[src/rtl/gcm_aes_arbiter_pkg.sv]
// Shared GCM definitions: requester indices, arbiter state encoding and the AES block type.
package gcm_pkg;

    localparam int REQ_HGEN    = 0;
    localparam int REQ_TAGMASK = 1;
    localparam int REQ_CTR     = 2;

    localparam logic [1:0] ST_IDLE  = 2'd0;
    localparam logic [1:0] ST_ISSUE = 2'd1;
    localparam logic [1:0] ST_WAIT  = 2'd2;

    typedef logic [127:0] block_t;

endpackage

[src/rtl/gcm_aes_arbiter_rr_arbiter.sv]
// Combinational round-robin pick: first active request at or after rr_ptr, wrapping.
module rr_arbiter #(
    parameter int N_REQ = 3
) (
    input  logic [N_REQ-1:0]         req,
    input  logic [$clog2(N_REQ)-1:0] rr_ptr,
    output logic [N_REQ-1:0]         grant,
    output logic [$clog2(N_REQ)-1:0] grant_idx,
    output logic                     grant_valid
);

    localparam int IW = $clog2(N_REQ);

    always_comb begin
        int c;
        c           = 0;
        grant       = '0;
        grant_idx   = '0;
        grant_valid = 1'b0;
        for (int i = 0; i < N_REQ; i++) begin
            c = int'(rr_ptr) + i;
            if (c >= N_REQ) c = c - N_REQ;
            if (!grant_valid && req[c]) begin
                grant[c]    = 1'b1;
                grant_idx   = IW'(c);
                grant_valid = 1'b1;
            end
        end
    end

endmodule

[src/rtl/gcm_aes_arbiter.sv]
// Shares one AES-128 core among the GCM helpers: round-robin grant, single job in flight,
// result routed back as a one-cycle pulse, watchdog-bounded wait on the core.
//
//   state    | meaning
//   ---------+---------------------------------------------------------
//   ST_IDLE  | no job; grant the next requester when the core is ready
//   ST_ISSUE | aes_start pulsed with the latched block; arm watchdog
//   ST_WAIT  | waiting for aes_result_valid or watchdog terminal count
module gcm_aes_arbiter
    import gcm_pkg::*;
#(
    parameter int N_REQ          = 3,
    parameter int TIMEOUT_CYCLES = 64
) (
    input  logic                     clk,
    input  logic                     rst_n,
    input  logic [N_REQ-1:0]         req,
    input  logic [N_REQ*128-1:0]     req_block,
    output logic [N_REQ-1:0]         ack,
    output logic [127:0]             resp_data,
    output logic [N_REQ-1:0]         resp_valid,
    input  logic                     aes_ready,
    output logic                     aes_start,
    output logic [127:0]             aes_block,
    input  logic [127:0]             aes_result,
    input  logic                     aes_result_valid,
    input  logic                     flush,
    output logic                     busy,
    output logic [$clog2(N_REQ)-1:0] grant_id,
    output logic                     timeout_err
);

    localparam int IW = $clog2(N_REQ);
    localparam int WW = $clog2(TIMEOUT_CYCLES);
    localparam logic [WW-1:0] WD_LOAD  = WW'(TIMEOUT_CYCLES - 1);
    localparam logic [IW-1:0] LAST_IDX = IW'(N_REQ - 1);

    logic [1:0]       state_q;
    logic [IW-1:0]    rr_ptr_q;
    logic [WW-1:0]    wd_q;
    logic [N_REQ-1:0] pick_onehot;
    logic [IW-1:0]    pick_idx;
    logic             pick_valid;
    logic             grant_fire;
    logic [IW-1:0]    next_ptr;
    block_t           sel_block;

    rr_arbiter #(.N_REQ(N_REQ)) u_rr (
        .req         (req),
        .rr_ptr      (rr_ptr_q),
        .grant       (pick_onehot),
        .grant_idx   (pick_idx),
        .grant_valid (pick_valid)
    );

    // rst_n gates ack so outputs read as reset values while reset is held
    assign grant_fire = rst_n && (state_q == ST_IDLE) && pick_valid && aes_ready && !flush;
    assign ack        = grant_fire ? pick_onehot : '0;
    assign busy       = (state_q != ST_IDLE);
    assign sel_block  = req_block[128*pick_idx +: 128];
    assign next_ptr   = (grant_id == LAST_IDX) ? '0 : grant_id + 1'b1;

    // Watchdog is a down-counter: loaded in ISSUE, terminal count at zero
    // corresponds to the TIMEOUT_CYCLES-th WAIT cycle.
    always_ff @(posedge clk or negedge rst_n) begin
        if (!rst_n) begin
            state_q     <= ST_IDLE;
            rr_ptr_q    <= '0;
            wd_q        <= '0;
            resp_data   <= '0;
            resp_valid  <= '0;
            aes_start   <= 1'b0;
            aes_block   <= '0;
            grant_id    <= '0;
            timeout_err <= 1'b0;
        end else begin
            resp_valid <= '0;
            aes_start  <= 1'b0;
            if (flush) begin
                state_q     <= ST_IDLE;
                wd_q        <= '0;
                timeout_err <= 1'b0;
            end else begin
                case (state_q)
                    ST_IDLE: begin
                        if (grant_fire) begin
                            state_q   <= ST_ISSUE;
                            grant_id  <= pick_idx;
                            aes_block <= sel_block;
                            aes_start <= 1'b1;
                        end
                    end
                    ST_ISSUE: begin
                        state_q <= ST_WAIT;
                        wd_q    <= WD_LOAD;
                    end
                    ST_WAIT: begin
                        if (aes_result_valid) begin
                            resp_data  <= aes_result;
                            resp_valid <= {{(N_REQ-1){1'b0}}, 1'b1} << grant_id;
                            rr_ptr_q   <= next_ptr;
                            state_q    <= ST_IDLE;
                        end else if (wd_q == '0) begin
                            timeout_err <= 1'b1;
                            rr_ptr_q    <= next_ptr;
                            state_q     <= ST_IDLE;
                        end else begin
                            wd_q <= wd_q - 1'b1;
                        end
                    end
                    default: state_q <= ST_IDLE;
                endcase
            end
        end
    end

endmodule

[config.mk]
export PLATFORM = sky130hd
export DESIGN_NAME = gcm_aes_arbiter
export DESIGN_NICKNAME = d
export VERILOG_FILES = /design/src/rtl/gcm_aes_arbiter_pkg.sv /design/src/rtl/gcm_aes_arbiter_rr_arbiter.sv /design/src/rtl/gcm_aes_arbiter.sv
export SDC_FILE = /design/constraint.sdc
export NUM_CORES = 1
export LEC_CHECK = 0
export CAP_MARGIN = 20
export CORE_AREA = 4 4 308 310
export CTS_CLUSTER_DIAMETER = 150
export CTS_CLUSTER_SIZE = 16
export DETAILED_ROUTE_END_ITERATION = 7
export DIE_AREA = 0 0 312 314
export PLACE_DENSITY = 0.4
export SLEW_MARGIN = 30
export SYNTH_ARGS = -nofsm -noshare
export SYNTH_HDL_FRONTEND = slang
export SYNTH_SLANG_ARGS = --single-unit
export TNS_END_PERCENT = 10
[constraint.sdc]
create_clock -name clk -period 2.7 [get_ports clk]
set_input_delay 0.54 -clock clk [delete_from_list [all_inputs] [get_ports clk]]
set_output_delay 0.54 -clock clk [all_outputs]
set_load 0.02 [all_outputs]
==> impl_metrics.env <==
export IMPL_status="finished, violations left"
export IMPL_violations="negative setup slack"
export IMPL_critical_path_cell_chain="ha_4 -> mux2i_4 -> buf_6 -> a2111o_1 -> a311oi_2 -> buf_4"
export IMPL_r2r_start="rr_ptr_q[1]"
export IMPL_cts_sinks=273
export IMPL_h_tree_depth=1
export IMPL_syn_avg_cell_area_um2=9.045
export IMPL_yosys_area_share_simple_pct=21.06
export IMPL_rows=111
export IMPL_place_hpwl_um=61060
export IMPL_ir_drop_mv=0.4198
export IMPL_cp_max_fo=4
export IMPL_cts_clk_slew_worst_paths_ps=70
export IMPL_finalNonFillerCells=3555
export IMPL_synthArstFlopShare_pct=100.0
export IMPL_crit_path_start_kind="flop"
export IMPL_finalHoldViolations=0
export IMPL_drv_cap=0
export IMPL_finalInstanceArea_mm2=0.02546
export IMPL_worst_setup_path_type="flop to output pin"
export IMPL_reg2reg_depth=10
export IMPL_final_common_cell="clkdlybuf4s50_1"
export IMPL_internal_power_w=0.01456
export IMPL_cts_tree="yes"
export IMPL_multiInputGateArea_mm2=0.006914
export IMPL_mostFrequentLayoutCells="clkdlybuf4s50_1, nand2_1, dfrtp_1"
export IMPL_dpl_cell_area_mm2=0.02387
export IMPL_gr_usage_all_layers_pct=15.64
export IMPL_cts_root_buf="clkbuf_16"
export IMPL_yosysWarnings=0
export IMPL_wire_per_inst_um=23.12
export IMPL_grt_pass1_wl_um=114400
export IMPL_hold_path_class="input port to asynchronous set/reset pin"
export IMPL_fin_ws_ps=-261.3
export IMPL_pwr_share_clk_pct=11.9
export IMPL_drc_errors=0
export IMPL_register_area_mm2=0.006833
export IMPL_synth_adder_area_share_pct=0.5407
export IMPL_start_util_pct=15.15
export IMPL_placedCellCount=3494
export IMPL_synth_top_family_by_area="compound AO/OA/AOI/OAI gates"
export IMPL_postCtsHoldBufs=0
export IMPL_p_sw_w=0.01155
export IMPL_synth_distinct_cells=44
export IMPL_grt_max_degree=117
export IMPL_arrival_ps=2420
export IMPL_numCtsBuffers=21
export IMPL_gp_congestion=0.8766
export IMPL_finalCritPeriodShare_pct=109.7
export IMPL_syn_nets=2061
export IMPL_cp_top_family="compound AO/OA/AOI/OAI gates"
export IMPL_regToRegSetupSlack_ps=-40
export IMPL_port_buffers=786
export IMPL_whs_ps=129.6
export IMPL_synthXorXnorAreaFrac_pct=0
export IMPL_die_h_um=314
export IMPL_synth_seq_cells=273
export IMPL_critPathRequiredTime_ps=2160
export IMPL_powerDensity_mw_per_mm2=1026
export IMPL_endpoint_kind="output pin"
export IMPL_power_frac_comb_pct=64.0
export IMPL_antenna_found_initial=28
export IMPL_coreArea_mm2=0.09166
export IMPL_netlist_area_leader_share_pct=49.20
export IMPL_slowest_delay_ps=440
export IMPL_relSlewSlack_pct=39.01
export IMPL_vias_per_cell=4.159
export IMPL_areaGrowthSynthToFinish_pct=83.39
export IMPL_rsz0062_at_grt="true"
export IMPL_slowest_stage="dfrtp_2"
export IMPL_die_w_um=312
export IMPL_layout_nets=2881
export IMPL_io_pins=787
export IMPL_tightest_slew_ps=914.8
export IMPL_num_fill_cells=9732
export IMPL_fmax_ghz=0.3377
export IMPL_syn_instance_count=1535
export IMPL_slew_viol_final=0
export IMPL_worst_path_buf_inv=2
export IMPL_routed_wl_um=82180
export IMPL_final_setup_viol_count=9
export IMPL_synth_edf_count=0
export IMPL_drtIter0Drc=736
export IMPL_vias=14790
export IMPL_p_leak_nw=10.40
export IMPL_synth_ff_type="dfrtp_1"
export IMPL_worstSkewPairLatency_ps=550
export IMPL_overflow=0
export IMPL_ys_seq_area_share_pct=49.20
export IMPL_yosys_top_cells_area="dfrtp_1, nand2_1, a221oi_2, and2_1, o21ai_0"
export IMPL_fin_crit_ps=2961
export IMPL_fp_dieArea_mm2=0.09797
export IMPL_netlist_area_mm2=0.01388
export IMPL_yosys_area_top_type="dfrtp_1"
export IMPL_first_pass_iters=5
export IMPL_r2r_end="aes_block[106]"
export IMPL_synth_mux_area_share_pct=0.2884
export IMPL_p_seq_share_pct=24.1
export IMPL_synth_compound_area_share_pct=24.00
export IMPL_postRouteAntennaNets=0
export IMPL_switching_share_pct=44.24
export IMPL_finalClockSkew_ps=19.86
export IMPL_clockBufferDepth=3
export IMPL_grt_pass1_vias=15620
export IMPL_drive_gt1_share_pct=14.05
-- cell families after synthesis --
logic type,Yosys count
flops,273
compound gates,426
simple gates,684
fa+ha+maj,6
buf+inv,142
mux,4
-- sequential cells by signal, summed over array words and instances (netlist names) --
| name | cells |
|---|---|
| grant_id | 2 |
| state_q | 2 |
| wd_q | 6 |
| rr_ptr_q | 2 |
| aes_start | 1 |
| resp_valid | 3 |
| timeout_err | 1 |
| aes_block | 128 |
| resp_data | 128 |
-- metal layers --
metal	vias to the layer above	GRT usage (%)	wire length, um
met5	-	0	83
met4	12	4.580	2138
met3	99	5.977	7750
met2	585	27.73	41640
met1	7177	17.43	30560
li1	6914	-	-
-- cells in the mapped netlist, types with 2 or more instances --
cell type  number
nor3_1          2
nand3b_1        2
o31a_1          2
o21ai_0       151
buf_6          13
nor2_1         19
a211oi_1        2
a221oi_2      100
o22a_1          5
o22ai_1         3
dfrtp_1       273
o21a_1          2
o21ai_1       110
buf_4           2
clkbuf_1       73
nand2_1       522
a221oi_1       29
a21oi_1         8
mux2i_1         4
ha_1            6
buf_2          35
nand2b_1        2
inv_1          10
a31oi_1         2
nor2b_1         2
nand3_1         2
and2_1        129
buf_1           9
-- how the worst max path moves through the flow --
stage | cells after the start | from | slack [ps] | to
global placement | 5 | req[2] | -550 | ack[1]
CTS | 8 | rr_ptr_q[1] | -310 | ack[1]
detailed placement | 5 | req[1] | -620 | ack[1]
floorplan | 9 | rr_ptr_q[0] | 60 | ack[0]
finish | 6 | rr_ptr_q[1] | -260 | ack[1]
global route | 8 | rr_ptr_q[1] | -360 | ack[0]
-- through the flow --
stage / utilization [%] / setup TNS, ps / total power [W] / worst slack, ps
floorplan: - / 0 / 0.01393 / 58.89
global placement: 26.04 / -35190 / 0.02145 / -548.4
CTS: 27.15 / -1070 / 0.02585 / -313.5
global route: 27.77 / -4484 / 0.02773 / -358.4
finish: 27.78 / -825.1 / 0.02611 / -261.3
detailed placement: 26.04 / -36950 / 0.02150 / -623.5
-- final cells by class --
| class | count | share of cell area, % |
|---|---|---|
| timing repair buffer | 929 | 37.69 |
| multi-input combinational | 1120 | 27.15 |
| sequential | 273 | 26.83 |
| inverter | 10 | 0.1769 |
| tap | 1186 | 5.828 |
| antenna | 13 | 0.1278 |
| clock inverter | 2 | 0.06879 |
| clock buffer | 22 | 2.118 |
-- worst register-to-register path, cell delays in order, from the launching register on --
cell	delay, ps
dfrtp_2	440
ha_4	190
mux2i_4	190
buf_6	130
a2111o_1	400
buf_6	160
a21bo_4	290
buf_16	190
bufbuf_16	310
a221oi_2	250
o21ai_1	80
-- power groups by stage --
| stage | Combinational, W | Sequential (W) | Clock [W] |
|---|---|---|---|
| finish | 0.0167 | 0.00629 | 0.00312 |
| global route | 0.0178 | 0.00647 | 0.00342 |
| CTS | 0.0162 | 0.00630 | 0.00331 |
| detailed placement | 0.0152 | 0.00635 | 0 |
| floorplan | 0.00600 | 0.00793 | 0 |
| global placement | 0.0151 | 0.00632 | 0 |
-- repair_timing --
item | CTS | global route
pin swaps | 36 | 54
gates resized for setup | 65 | 80
endpoints found under the hold margin | 0 | 0
setup buffers | 5 | 13
gates cloned | 6 | 4
setup endpoints to repair | 131 | 131
Power figures use the tool's default switching activity.
